File: src/rtl/uint_accum_stage.sv
// Registered accumulation stage: sums COUNT accepted samples into one result with carry tracking.
// Optional feature: define UINT_ACCUM_SATURATE_EN to clamp the accumulator on carry instead of wrapping.
module uint_accum_stage #(
   parameter int unsigned WIDTH = 8,
   parameter int unsigned COUNT = 4
) (
   input  logic             CLK,
   input  logic             RESET,
   input  logic [WIDTH-1:0] I,
   input  logic             I_valid,
   output logic             I_ready,
   output logic [WIDTH-1:0] O,
   output logic             O_valid,
   input  logic             O_ready,
   output logic             O_overflow
);

   localparam int unsigned     CW       = $clog2(COUNT + 1);
   localparam logic [CW-1:0]   CNT_LAST = CW'(COUNT);

   logic [WIDTH-1:0] acc_q, acc_d;
   logic [CW-1:0]    cnt_q, cnt_d;
   logic             ovf_q, ovf_d;
   logic [WIDTH-1:0] o_q, o_d;
   logic             o_valid_q, o_valid_d;
   logic             o_ovf_q, o_ovf_d;

   logic             accept;
   logic             consume;
   logic             first;
   logic [WIDTH:0]   sum;
   logic             carry;
   logic [WIDTH-1:0] acc_next;
   logic             ovf_next;
   logic [CW-1:0]    cnt_next;
   logic             complete;

   assign I_ready    = !o_valid_q || O_ready;
   assign accept     = I_valid && I_ready;
   assign consume    = o_valid_q && O_ready;

   assign O          = o_q;
   assign O_valid    = o_valid_q;
   assign O_overflow = o_ovf_q;

   always_comb begin
      sum      = {1'b0, acc_q} + {1'b0, I};
      carry    = sum[WIDTH];
      first    = (cnt_q == '0);
      acc_next = I;
      ovf_next = 1'b0;
      if (!first) begin
`ifdef UINT_ACCUM_SATURATE_EN
         // A clamped all-ones acc carries on any nonzero add, so it stays clamped.
         acc_next = carry ? '1 : sum[WIDTH-1:0];
`else
         acc_next = sum[WIDTH-1:0];
`endif
         ovf_next = ovf_q | carry;
      end
      cnt_next = cnt_q + CW'(1);
      complete = (cnt_next == CNT_LAST);
   end

   always_comb begin
      acc_d     = acc_q;
      cnt_d     = cnt_q;
      ovf_d     = ovf_q;
      o_d       = o_q;
      o_valid_d = o_valid_q;
      o_ovf_d   = o_ovf_q;

      if (consume) begin
         o_valid_d = 1'b0;
      end

      if (accept) begin
         acc_d = acc_next;
         ovf_d = ovf_next;
         if (complete) begin
            // Completing accept wins over a same-cycle consume: new result replaces the old.
            o_d       = acc_next;
            o_ovf_d   = ovf_next;
            o_valid_d = 1'b1;
            cnt_d     = '0;
         end else begin
            cnt_d = cnt_next;
         end
      end
   end

   always_ff @(posedge CLK) begin
      if (RESET) begin
         acc_q     <= '0;
         cnt_q     <= '0;
         ovf_q     <= 1'b0;
         o_q       <= '0;
         o_valid_q <= 1'b0;
         o_ovf_q   <= 1'b0;
      end else begin
         acc_q     <= acc_d;
         cnt_q     <= cnt_d;
         ovf_q     <= ovf_d;
         o_q       <= o_d;
         o_valid_q <= o_valid_d;
         o_ovf_q   <= o_ovf_d;
      end
   end

endmodule

File: config.mk
export PLATFORM = sky130hd
export DESIGN_NAME = uint_accum_stage
export DESIGN_NICKNAME = d
export VERILOG_FILES = /design/src/rtl/uint_accum_stage.sv
export SDC_FILE = /design/constraint.sdc
export NUM_CORES = 1
export LEC_CHECK = 0
export BUFFER_PORTS_ARGS = -buffer_cell sky130_fd_sc_hd__buf_2
export CORE_MARGIN = 8
export CORE_UTILIZATION = 58
export DETAILED_ROUTE_END_ITERATION = 8
export PLACE_DENSITY = 0.86
export SYNTH_ARGS = -nofsm -noshare
export SYNTH_HDL_FRONTEND = slang
export SYNTH_SLANG_ARGS = --single-unit
File: constraint.sdc
create_clock -name CLK -period 4.32 [get_ports CLK]
set_input_delay 0.432 -clock CLK [delete_from_list [all_inputs] [get_ports CLK]]
set_output_delay 0.432 -clock CLK [all_outputs]
set_load 0.01 [all_outputs]
* After elaboration in Yosys (flattened, before gate mapping)
Index checks and enable logic that the tools add are counted. W data, S select, Z words.
Word-level totals: register bits after elaboration 22, output and inout port bits 11, logic and storage cells 22
Operators by class: add/sub/neg operators 2, equality and inequality tests 1, mux-type cells 6, bitwise logic cells 1, reductions and logical operators 6
Operators with widths (count):
- $add A8 B8 Y9 | 1
- $mux W8 | 1
- $mux W1 | 4
- $add A3 B1 Y3 const B | 1
- $eq A3 B3 Y1 const B | 1
- $logic_not A3 Y1 | 1
- $mux W3 | 1
- $logic_and A1 B1 Y1 | 2
- $reduce_and A2 Y1 | 1
- $logic_not A1 Y1 | 1
- $logic_or A1 B1 Y1 | 1
- $or A1 B1 Y1 | 1

* Logic depth before layout (Yosys ltp)
depth in word-level cells 4, depth in mapped cells 8, depth with buffers taken out 8

* Worst setup path before layout
No wires, ideal clock.
path type in2reg, start point in I[0], end point reg ovf_q, setup time 70 ps, arrival time 1906 ps, data required time 4250 ps, setup slack 2345 ps, stages 8, path buffers 0, cell sequence ha_1 inv_1 fa_1 nand2b_1 a21oi_1 o211ai_1 a211o_1 a21oi_1
Between the ends: word-level cells in the longest chain between the ends 3
RTL lines:
- start, declared | RTL line 9 | input logic [WIDTH-1:0] I,
- $add A8 B8 Y9 | RTL line 47 | sum = {1'b0, acc_q} + {1'b0, I};
- $or A1 B1 Y1 | RTL line 59 | ovf_next = ovf_q | carry;
- $mux W1 | RTL line 52 | if (!first) begin
- end signal, assigned | RTL line 103 | ovf_q <= ovf_d;
- end, declared | RTL line 23 | logic ovf_q, ovf_d;
Every way passes these cells. A chain may end at the register's enable or synchronous reset.

* Worst setup path in the final report
start point reg acc_q[0], end point reg acc_q[6]
Between the ends: word-level cells in the longest chain between the ends 2
RTL lines:
- start, declared | RTL line 21 | logic [WIDTH-1:0] acc_q, acc_d;
- start signal, assigned | RTL line 94 | acc_q <= '0;
- start signal, assigned | RTL line 101 | acc_q <= acc_d;
- $add A8 B8 Y9 | RTL line 47
- $mux W8 | RTL line 52
Every way passes these cells.

==> results.json <==
{
  "outcome": "complete, no violations",
  "cp_max_fo": 3,
  "grt_max_degree": 24,
  "via_count": 1117,
  "crit_path_top_delay_cell": "dfxtp_1",
  "rsz0062_at_grt": "false",
  "clock_sinks": 22,
  "clkTransAtPathRegs_ns": 0.12,
  "yosysSeqAreaShare": 0.347,
  "startpoint_type": "flop",
  "synth_top_area_share": 0.347,
  "max_freq_ghz": 0.468,
  "p_per_area_nw_per_um2": 310,
  "post_cts_buffers": 0,
  "maxSlewViolCount": 0,
  "cap_violations": 0,
  "setup_violations": 0,
  "crit_family": "compound AO/OA/AOI/OAI gates",
  "ir_drop_mv": 0.169,
  "area_growth_syn_to_layout_pct": 10.8,
  "cts_resized": 0,
  "hp-class": "input pin to flop",
  "grt_antenna_before_repair": 0,
  "ant_nets": 0,
  "rows": 17,
  "initial_core_util": 0.591,
  "min_from": "I[7]",
  "crit_arrival_ns": 2.31,
  "drc_errors": 0,
  "synth_nets": 170,
  "nNetsFinal": 192,
  "ys_ff_latch": 22,
  "vias_per_cell": 5.79,
  "die_w_um": 62.8,
  "yosysUniqueCellTypes": 40,
  "wl_um": 2820,
  "cp.required_ns": 4.49,
  "cp_cell_sequence": "ha_1 > inv_1 > fa_1 > nand2b_1 > a21oi_1 > o21ai_0 > a31oi_1 > a21oi_1",
  "dr.pass1.iters": 4,
  "pre_cts_ws_ns": 2.07,
  "yosys.area.top_type": "dfxtp_1",
  "synthFlopType": "dfxtp_1",
  "grt_pass1_wl_um": 4770,
  "gp_congestion": 0.851,
  "cts_buffer_depth": 2,
  "synth_area_sq_um": 1270,
  "fin_crit_ns": 2.14,
  "synthArstFlopShare": 0,
  "chipHeight_um": 62.8,
  "clockRootBuffer": "clkbuf_4",
  "clk_latency_ns": 0.31,
  "hold_violations": 0,
  "syn_avg_cell_area_sq_um": 8.76,
  "worstMarginPinSlew_ns": 0.785,
  "r2r_slack_ns": 2.18,
  "cts_tree": "done",
  "grt_pass1_vias": 1105,
  "r2r_start": "acc_q[0]",
  "fin_crit_sh": 0.494,
  "r2r-end": "acc_q[6]",
  "drt-initial-drc-count": 38,
  "critical_path.max_stage_delay_ns": 0.38,
  "cts_hold_buf": 0,
  "pin_count": 23,
  "hpwl_um": 2180,
  "critPathKind": "flop to flop",
  "leakage_uw": 0.000616,
  "path_buf_inv": 1,
  "max_slew_margin": 0.476,
  "yosysWarnings": 0,
  "r2r_cells": 8,
  "core_sq_um": 2150,
  "synth_area_leaders": "dfxtp_1 35%, ha_1 12%, a21oi_1 5.5%, nand2_1 4.7%, o21ai_0 4.3%",
  "track_usage": 0.144,
  "fin_setup_tns_ns": 0,
  "port_buffers": 22,
  "critical-path-top-cell-by-count": "a21oi_1",
  "fin_skew_ns": 0.00436,
  "synth_edf_count": 0,
  "whs_path_depth": 3,
  "finalWorstSetupSlack_ns": 2.18,
  "htreeDepth": 1,
  "insertedDiodeCount": 0,
  "final_util": 0.655,
  "critical_path.endpoint_type": "flop",
  "synthCells": 145,
  "total_power_uw": 436,
  "wire_per_inst_um": 14.6,
  "min_to": "O[7]",
  "cts_made_buffers": 3,
  "drive_gt1_frac": 0.200,
  "grt_overflow": 0,
  "dieArea_sq_um": 3940
}
==> worst min-delay path, delay by kind of cell <==
kind | cells | cell delay, ns
buf+inv | 1 | 0.10
simple gates | 1 | 0.06
compound gates | 1 | 0.08
==> per-layer routing <==
layer | wire length [um] | track usage
met1 | 1250 | 0.158
met2 | 1430 | 0.260
met3 | 100 | 0.0323
met4 | 34 | 0.0570
met5 | 0 | 0
==> per-stage QoR <==
| step | hold WS (ns) | instances | instance area (sq um) |
|---|---|---|---|
| 2_1_floorplan | 0.432 | 145 | 1270 |
| 3_3_place_gp | 0.437 | 190 | 1390 |
| 3_5_place_dp | 0.441 | 190 | 1390 |
| 4_1_cts | 0.396 | 193 | 1410 |
| 5_1_grt | 0.405 | 193 | 1410 |
| 6_report | 0.392 | 193 | 1410 |
==> cell usage after synthesis (2+ instances only) <==
master,number
a311oi_1,2
inv_2,3
nor2_1,4
a311o_1,2
a31oi_1,2
mux2i_1,3
o21ai_1,5
inv_1,8
dfxtp_1,22
o21ai_0,11
xnor2_1,2
a21o_1,2
or3_1,2
a211oi_1,4
o211ai_1,2
buf_2,3
ha_1,12
nand2b_1,2
nand2_1,16
nand3_1,2
and2_1,4
a21oi_1,14
==> power breakdown <==
group	total (uW)	switching [uW]	internal, uW	leakage (uW)
Combinational	122	72.7	49.0	0.000423
Sequential	220	6.48	214	0.000180
Clock	94.7	62.1	32.6	0.0000138
Total	436	141	295	0.000616
==> registers in the layout (all words and copies together) (netlist names) <==
register and count:
ovf_q 1, O 8, acc_q 8, O_valid 1, cnt_q 3, O_overflow 1
==> kinds of logic after synthesis <==
kind of cell             synth area share
AO/OA/AOI/OAI                       0.288
AND/OR/NAND/NOR                     0.131
flip-flops                          0.347
buffers and inverters              0.0562
adder cells (fa/ha/maj)             0.134
XOR/XNOR                           0.0207
multiplexers                       0.0236
==> how the worst max path moves through the flow <==
stage,depth (start not counted),slack [ns],startpoint,endpoint
2_1_floorplan,8,2.34,I[0],ovf_q
4_1_cts,8,2.20,acc_q[0],ovf_q
3_3_place_gp,9,2.13,I[0],acc_q[6]
3_5_place_dp,9,2.07,I[0],ovf_q
5_1_grt,8,2.04,acc_q[0],acc_q[6]
6_report,8,2.18,acc_q[0],acc_q[6]
==> cell type report <==
type,count,area (sq um)
clock buffer,3,22.5
fill,196,741
inverter,11,41.3
multi-input combinational,107,758
sequential,22,440
tap,28,35.0
timing repair buffer,22,110
==> placed cells by master, fill, tap and decap left out, types with 2 or more instances in the layout <==
cell type   n
a211oi_1    4
a21o_1      2
a21oi_1    14
a311o_1     2
a311oi_1    2
a31oi_1     2
and2_1      4
buf_2      22
clkbuf_4    3
dfxtp_1    22
ha_1       12
inv_1       8
inv_2       3
mux2i_1     3
nand2_1    16
nand2b_1    2
nand3_1     2
nor2_1      4
o211ai_1    2
o21ai_0    11
o21ai_1     5
or3_1       2
xnor2_1     2
No activity file was read; power rests on OpenSTA's default activity.
